File: src/rtl/clk_delay_pkg.sv
// Shared constants and types for the clock-delay divider and its feedback meter.
// CNT_W  : period counter width (matches the divider counter).
// SHIFT  : speed code = period >> SHIFT.
// CODE_W : speed code width; CNT_W = SHIFT + CODE_W.
package clk_delay_pkg;

    localparam int unsigned CNT_W  = 28;
    localparam int unsigned SHIFT  = 20;
    localparam int unsigned CODE_W = 8;

    typedef enum logic {
        IDLE,
        MEASURE
    } meter_state_t;

endpackage

File: src/rtl/rise_detect.sv
// One-register rising-edge detector for a CLK-synchronous input.
// Ports:
//   i_clk   : clock, rising edge
//   i_reset : synchronous active-high reset (clears the history register)
//   i_in    : input level
//   o_edge  : high in the cycle i_in is high and was low the cycle before
// Because reset clears the history, an input held high through reset release
// is reported as an edge.
module rise_detect (
    input  logic i_clk,
    input  logic i_reset,
    input  logic i_in,
    output logic o_edge
);

    logic r_prev;

    always_ff @(posedge i_clk) begin
        if (i_reset) begin
            r_prev <= 1'b0;
        end else begin
            r_prev <= i_in;
        end
    end

    assign o_edge = i_in & ~r_prev;

endmodule

File: src/rtl/tick_period_meter.sv
// Measures the CLK-cycle interval between rising edges of a tick stream and
// converts it back into the divider speed code, with a Valid/Ack handshake.
// Ports:
//   i_clk      : clock, rising edge
//   i_reset    : synchronous active-high reset
//   i_tick_in  : tick stream, synchronous to i_clk; rising edge counts
//   i_ack      : consumer acknowledge; clears o_valid and o_overrun
//   o_period   : last measured interval in CLK cycles
//   o_code     : o_period[CNT_W-1:SHIFT]
//   o_valid    : a new result is held until acknowledged
//   o_overrun  : sticky; a result was overwritten while o_valid was high
//   o_stalled  : no edge seen for 2^CNT_W-1 cycles; cleared by the next edge
module tick_period_meter #(
    parameter int unsigned CNT_W  = clk_delay_pkg::CNT_W,
    parameter int unsigned SHIFT  = clk_delay_pkg::SHIFT,
    parameter int unsigned CODE_W = clk_delay_pkg::CODE_W
) (
    input  logic              i_clk,
    input  logic              i_reset,
    input  logic              i_tick_in,
    input  logic              i_ack,
    output logic [CNT_W-1:0]  o_period,
    output logic [CODE_W-1:0] o_code,
    output logic              o_valid,
    output logic              o_overrun,
    output logic              o_stalled
);

    import clk_delay_pkg::*;

    localparam logic [CNT_W-1:0] CNT_MAX = '1;
    localparam logic [CNT_W-1:0] CNT_ONE = {{(CNT_W-1){1'b0}}, 1'b1};

    logic             w_edge;
    meter_state_t     r_state;
    logic [CNT_W-1:0] r_cnt;
    logic [CNT_W-1:0] r_period;
    logic [CODE_W-1:0] r_code;
    logic             r_valid;
    logic             r_overrun;
    logic             r_stalled;

    rise_detect u_rise_detect (
        .i_clk   (i_clk),
        .i_reset (i_reset),
        .i_in    (i_tick_in),
        .o_edge  (w_edge)
    );

    always_ff @(posedge i_clk) begin
        if (i_reset) begin
            r_state   <= IDLE;
            r_cnt     <= '0;
            r_period  <= '0;
            r_code    <= '0;
            r_valid   <= 1'b0;
            r_overrun <= 1'b0;
            r_stalled <= 1'b0;
        end else begin
            // Handshake first; a result loaded below in the same cycle wins.
            if (i_ack && r_valid) begin
                r_valid   <= 1'b0;
                r_overrun <= 1'b0;
            end

            unique case (r_state)
                IDLE: begin
                    if (w_edge) begin
                        r_state   <= MEASURE;
                        r_cnt     <= CNT_ONE;
                        r_stalled <= 1'b0;
                    end
                end
                MEASURE: begin
                    if (w_edge) begin
                        r_period  <= r_cnt;
                        r_code    <= r_cnt[CNT_W-1:SHIFT];
                        r_valid   <= 1'b1;
                        r_cnt     <= CNT_ONE;
                        r_stalled <= 1'b0;
                        // Overwriting an unacknowledged result; an Ack in
                        // this same cycle counts as consuming it.
                        if (r_valid && !i_ack) begin
                            r_overrun <= 1'b1;
                        end
                    end else if (r_cnt == CNT_MAX) begin
                        // Timeout: drop the interval, keep the last result.
                        r_state   <= IDLE;
                        r_cnt     <= '0;
                        r_stalled <= 1'b1;
                    end else begin
                        r_cnt <= r_cnt + CNT_ONE;
                    end
                end
            endcase
        end
    end

    assign o_period  = r_period;
    assign o_code    = r_code;
    assign o_valid   = r_valid;
    assign o_overrun = r_overrun;
    assign o_stalled = r_stalled;

endmodule

File: config.mk
export PLATFORM = sky130hd
export DESIGN_NAME = tick_period_meter
export DESIGN_NICKNAME = d
export VERILOG_FILES = /design/src/rtl/clk_delay_pkg.sv /design/src/rtl/rise_detect.sv /design/src/rtl/tick_period_meter.sv
export SDC_FILE = /design/constraint.sdc
export NUM_CORES = 1
export LEC_CHECK = 0
export CORE_ASPECT_RATIO = 2
export CORE_MARGIN = 3
export CORE_UTILIZATION = 48
export CTS_BUF_LIST = sky130_fd_sc_hd__clkbuf_4 sky130_fd_sc_hd__clkbuf_8 sky130_fd_sc_hd__clkbuf_16
export DETAILED_ROUTE_END_ITERATION = 10
export GPL_TIMING_DRIVEN = 0
export PLACE_DENSITY = 0.84
export SLEW_MARGIN = 40
export SYNTH_ARGS = -nofsm -noshare
export SYNTH_HDL_FRONTEND = slang
export SYNTH_SLANG_ARGS = --single-unit
File: constraint.sdc
create_clock -name i_clk -period 1.95 [get_ports i_clk]
set_input_delay 0.2925 -clock i_clk [delete_from_list [all_inputs] [get_ports i_clk]]
set_output_delay 0.2925 -clock i_clk [all_outputs]
set_load 0.01 [all_outputs]
==> results.json <==
{
  "status": "completed",
  "relSlewSlack": 0.608,
  "final_common_cell": "nand2_1",
  "power.leakage_nw": 1.15,
  "rrSetupSlack_ps": 20,
  "cts_buffer_depth": 2,
  "max_stage_delay_ps": 390,
  "fin_util": 0.649,
  "via_per_inst": 5.72,
  "ys_seq_elements": 61,
  "min_path_cells": 2,
  "skew_ps": 5.74,
  "area_growth_pct": 28.1,
  "die-area_mm2": 0.00655,
  "period_share": 0.989,
  "rsz0062_at_grt": "yes",
  "grt_pass1_vias": 2392,
  "yosys.cell_types.count": 46,
  "grt_max_degree": 11,
  "hold_path_class": "input port to flip-flop",
  "yosys_warnings": 0,
  "max_freq_mhz": 519,
  "ys_async_sr_fraction": 0,
  "cts_tree": "yes",
  "hpwl_um": 4620,
  "start_util": 0.506,
  "insertion_delay_ps": 340,
  "ant_nets": 0,
  "layout.nets": 391,
  "path_clk_slew_ps": 60,
  "maxCapViolations": 0,
  "power.density_mw_per_mm2": 730,
  "drt-total-wl_um": 6560,
  "netlist_area_mm2": 0.00267,
  "cp.arrival_ps": 2160,
  "crit_path_start_kind": "flip-flop",
  "cp.required_ps": 2180,
  "mostFrequentLayoutCells": "nand2_1, dfxtp_1, clkdlybuf4s50_1, a21oi_1, nor2_1",
  "core_mm2": 0.00528,
  "synth_edf_count": 0,
  "drc_errors": 0,
  "drive_gt1_frac": 0.138,
  "setup_viol": 0,
  "num_vias": 2567,
  "synthFlopType": "dfxtp_1",
  "h-tree-depth": 3,
  "cts-root-buf": "clkbuf_8",
  "path_max_fanout": 9,
  "n_antenna_cell": 0,
  "finalMaxSlewViolations": 0,
  "cp_slowest_cell": "nor4_4",
  "syn_area_per_cell_um2": 8.05,
  "whs_endpoint": "u_rise_detect.r_prev",
  "synth_area_leaders": "dfxtp_1, nand2_1, a21oi_1, nand4_1, xor2_1",
  "setup_ws_ps": 21.6,
  "gr-total-overflow": 0,
  "grt.total_usage": 0.213,
  "yosysSeqAreaShare": 0.457,
  "die_w_um": 58.8,
  "dp_cells": 431,
  "grt_pass1_wl_um": 10900,
  "synth_fp_nets": 337,
  "drt_pass1_iterations": 5,
  "die_height_um": 112,
  "fillers": 479,
  "worstRegToRegCells": 7,
  "ir_drop_v": 0.000661,
  "finalNonFillerCells": 449,
  "ios": 43,
  "numCtsBuffers": 9,
  "hp-start": "i_reset",
  "hold_ws_ps": 323,
  "clkSinkCount": 61,
  "antenna_found_initial": 0,
  "syn-instance-count": 332,
  "period_needed_ps": 1930,
  "cp_cell_sequence": "buf_2, nand4_4, nor4_4, a31oi_4, buf_6, a32oi_1, o21ai_1",
  "port_buffers": 41,
  "yosysTopAreaCell": "dfxtp_1",
  "timing.rr.end": "r_cnt[21]",
  "num_rows": 37,
  "worst-slew-pin-transition_ps": 583,
  "r2r_start": "r_cnt[4]",
  "worstSetupPathType": "flip-flop to flip-flop",
  "drt_iter0_drc": 99,
  "hold_viol": 0,
  "setup_tns_ps": 0,
  "gp_congestion": 0.886,
  "endpoint_kind": "flip-flop",
  "wl_per_cell_um": 14.6,
  "dp_slack_ps": -479,
  "yosysTopAreaCellShare": 0.457
}
-- synth_stat cells, types with 2 or more instances --
cell type   n
nor4_1      4
inv_1       7
nand3b_1    2
nand2_1    77
nor3_1      5
nand3_1    11
buf_4       8
buf_2       3
dfxtp_1    61
o22ai_1     4
and3_1      3
clkbuf_1   17
and2_1      2
xor2_1      9
o21ai_0     6
xnor2_1     4
nor2_1     19
nor2b_1     2
a31oi_1    10
nand4_1    16
a21oi_1    37
-- area by class of cell --
class / count / area, µm² / share of cell area
buffer: 27 / 150 / 0.0439
clock buffer: 16 / 201 / 0.0588
inverter: 7 / 26.3 / 0.00768
multi-input combinational: 234 / 1300 / 0.380
sequential: 61 / 1230 / 0.358
tap: 58 / 72.6 / 0.0212
timing repair buffer: 46 / 445 / 0.130
-- cell families (layout without fill, tap and decap cells) --
family	Yosys count	after routing	synth area share
AND/OR/NAND/NOR	154	154	0.284
AO/OA/AOI/OAI	66	66	0.144
flip-flops	61	61	0.457
buffers and inverters	37	96	0.0674
XOR/XNOR	13	13	0.0426
adder cells (fa/ha/maj)	1	1	0.00468
-- how the worst max path moves through the flow --
stage / start / to
6_report: r_cnt[4] / r_cnt[21]
5_1_grt: r_cnt[4] / r_cnt[21]
4_1_cts: r_cnt[0] / r_cnt[21]
3_3_place_gp: i_tick_in / o_period[25]
3_5_place_dp: i_tick_in / o_period[25]
2_1_floorplan: r_cnt[0] / r_cnt[21]
-- metal layers --
layer | part of all wire | vias up | track usage
met2 | 0.55 | 87 | 0.360
met3 | 0.047 | 15 | 0.0429
met4 | 0.024 | 0 | 0.123
met1 | 0.38 | 1216 | 0.237
li1 | - | 1249 | -
met5 | 0 | - | 0
-- what timing repair did --
action	CTS	global route
endpoints found under the hold margin	0	0
cloned	0	1
pin swaps	1	4
resized for setup	6	12
hold buffers	0	0
setup endpoints to repair	36	37
buffers inserted	1	3
-- critical path: cells and delay by family (launching register included) --
kind | cells | cell delay [ps]
and+or+nand+nor | 2 | 590
AOI/OAI and AO/OA | 3 | 510
buffers and inverters | 2 | 390
DFF | 1 | 310
-- where the power goes --
| group | total (mW) | switching [mW] | internal [mW] |
|---|---|---|---|
| Combinational | 0.127 | 0.0889 | 0.0377 |
| Sequential | 1.26 | 0.00993 | 1.25 |
| Clock | 1.11 | 0.466 | 0.644 |
| Total | 2.50 | 0.565 | 1.94 |
-- registers in the layout (all words and copies together) (netlist names), named ones only --
| signal | cells |
|---|---|
| o_period | 28 |
| o_valid | 1 |
| r_state | 1 |
| o_stalled | 1 |
| r_cnt | 28 |
| u_rise_detect.r_prev | 1 |
-- metrics by stage --
stage          power (mW)  cell area (µm²)
5_1_grt              2.58             3420
3_3_place_gp         1.40             3150
3_5_place_dp         1.41             3150
4_1_cts              2.50             3380
2_1_floorplan        1.37             2670
6_report             2.50             3420
Power figures use the tool's default switching activity.
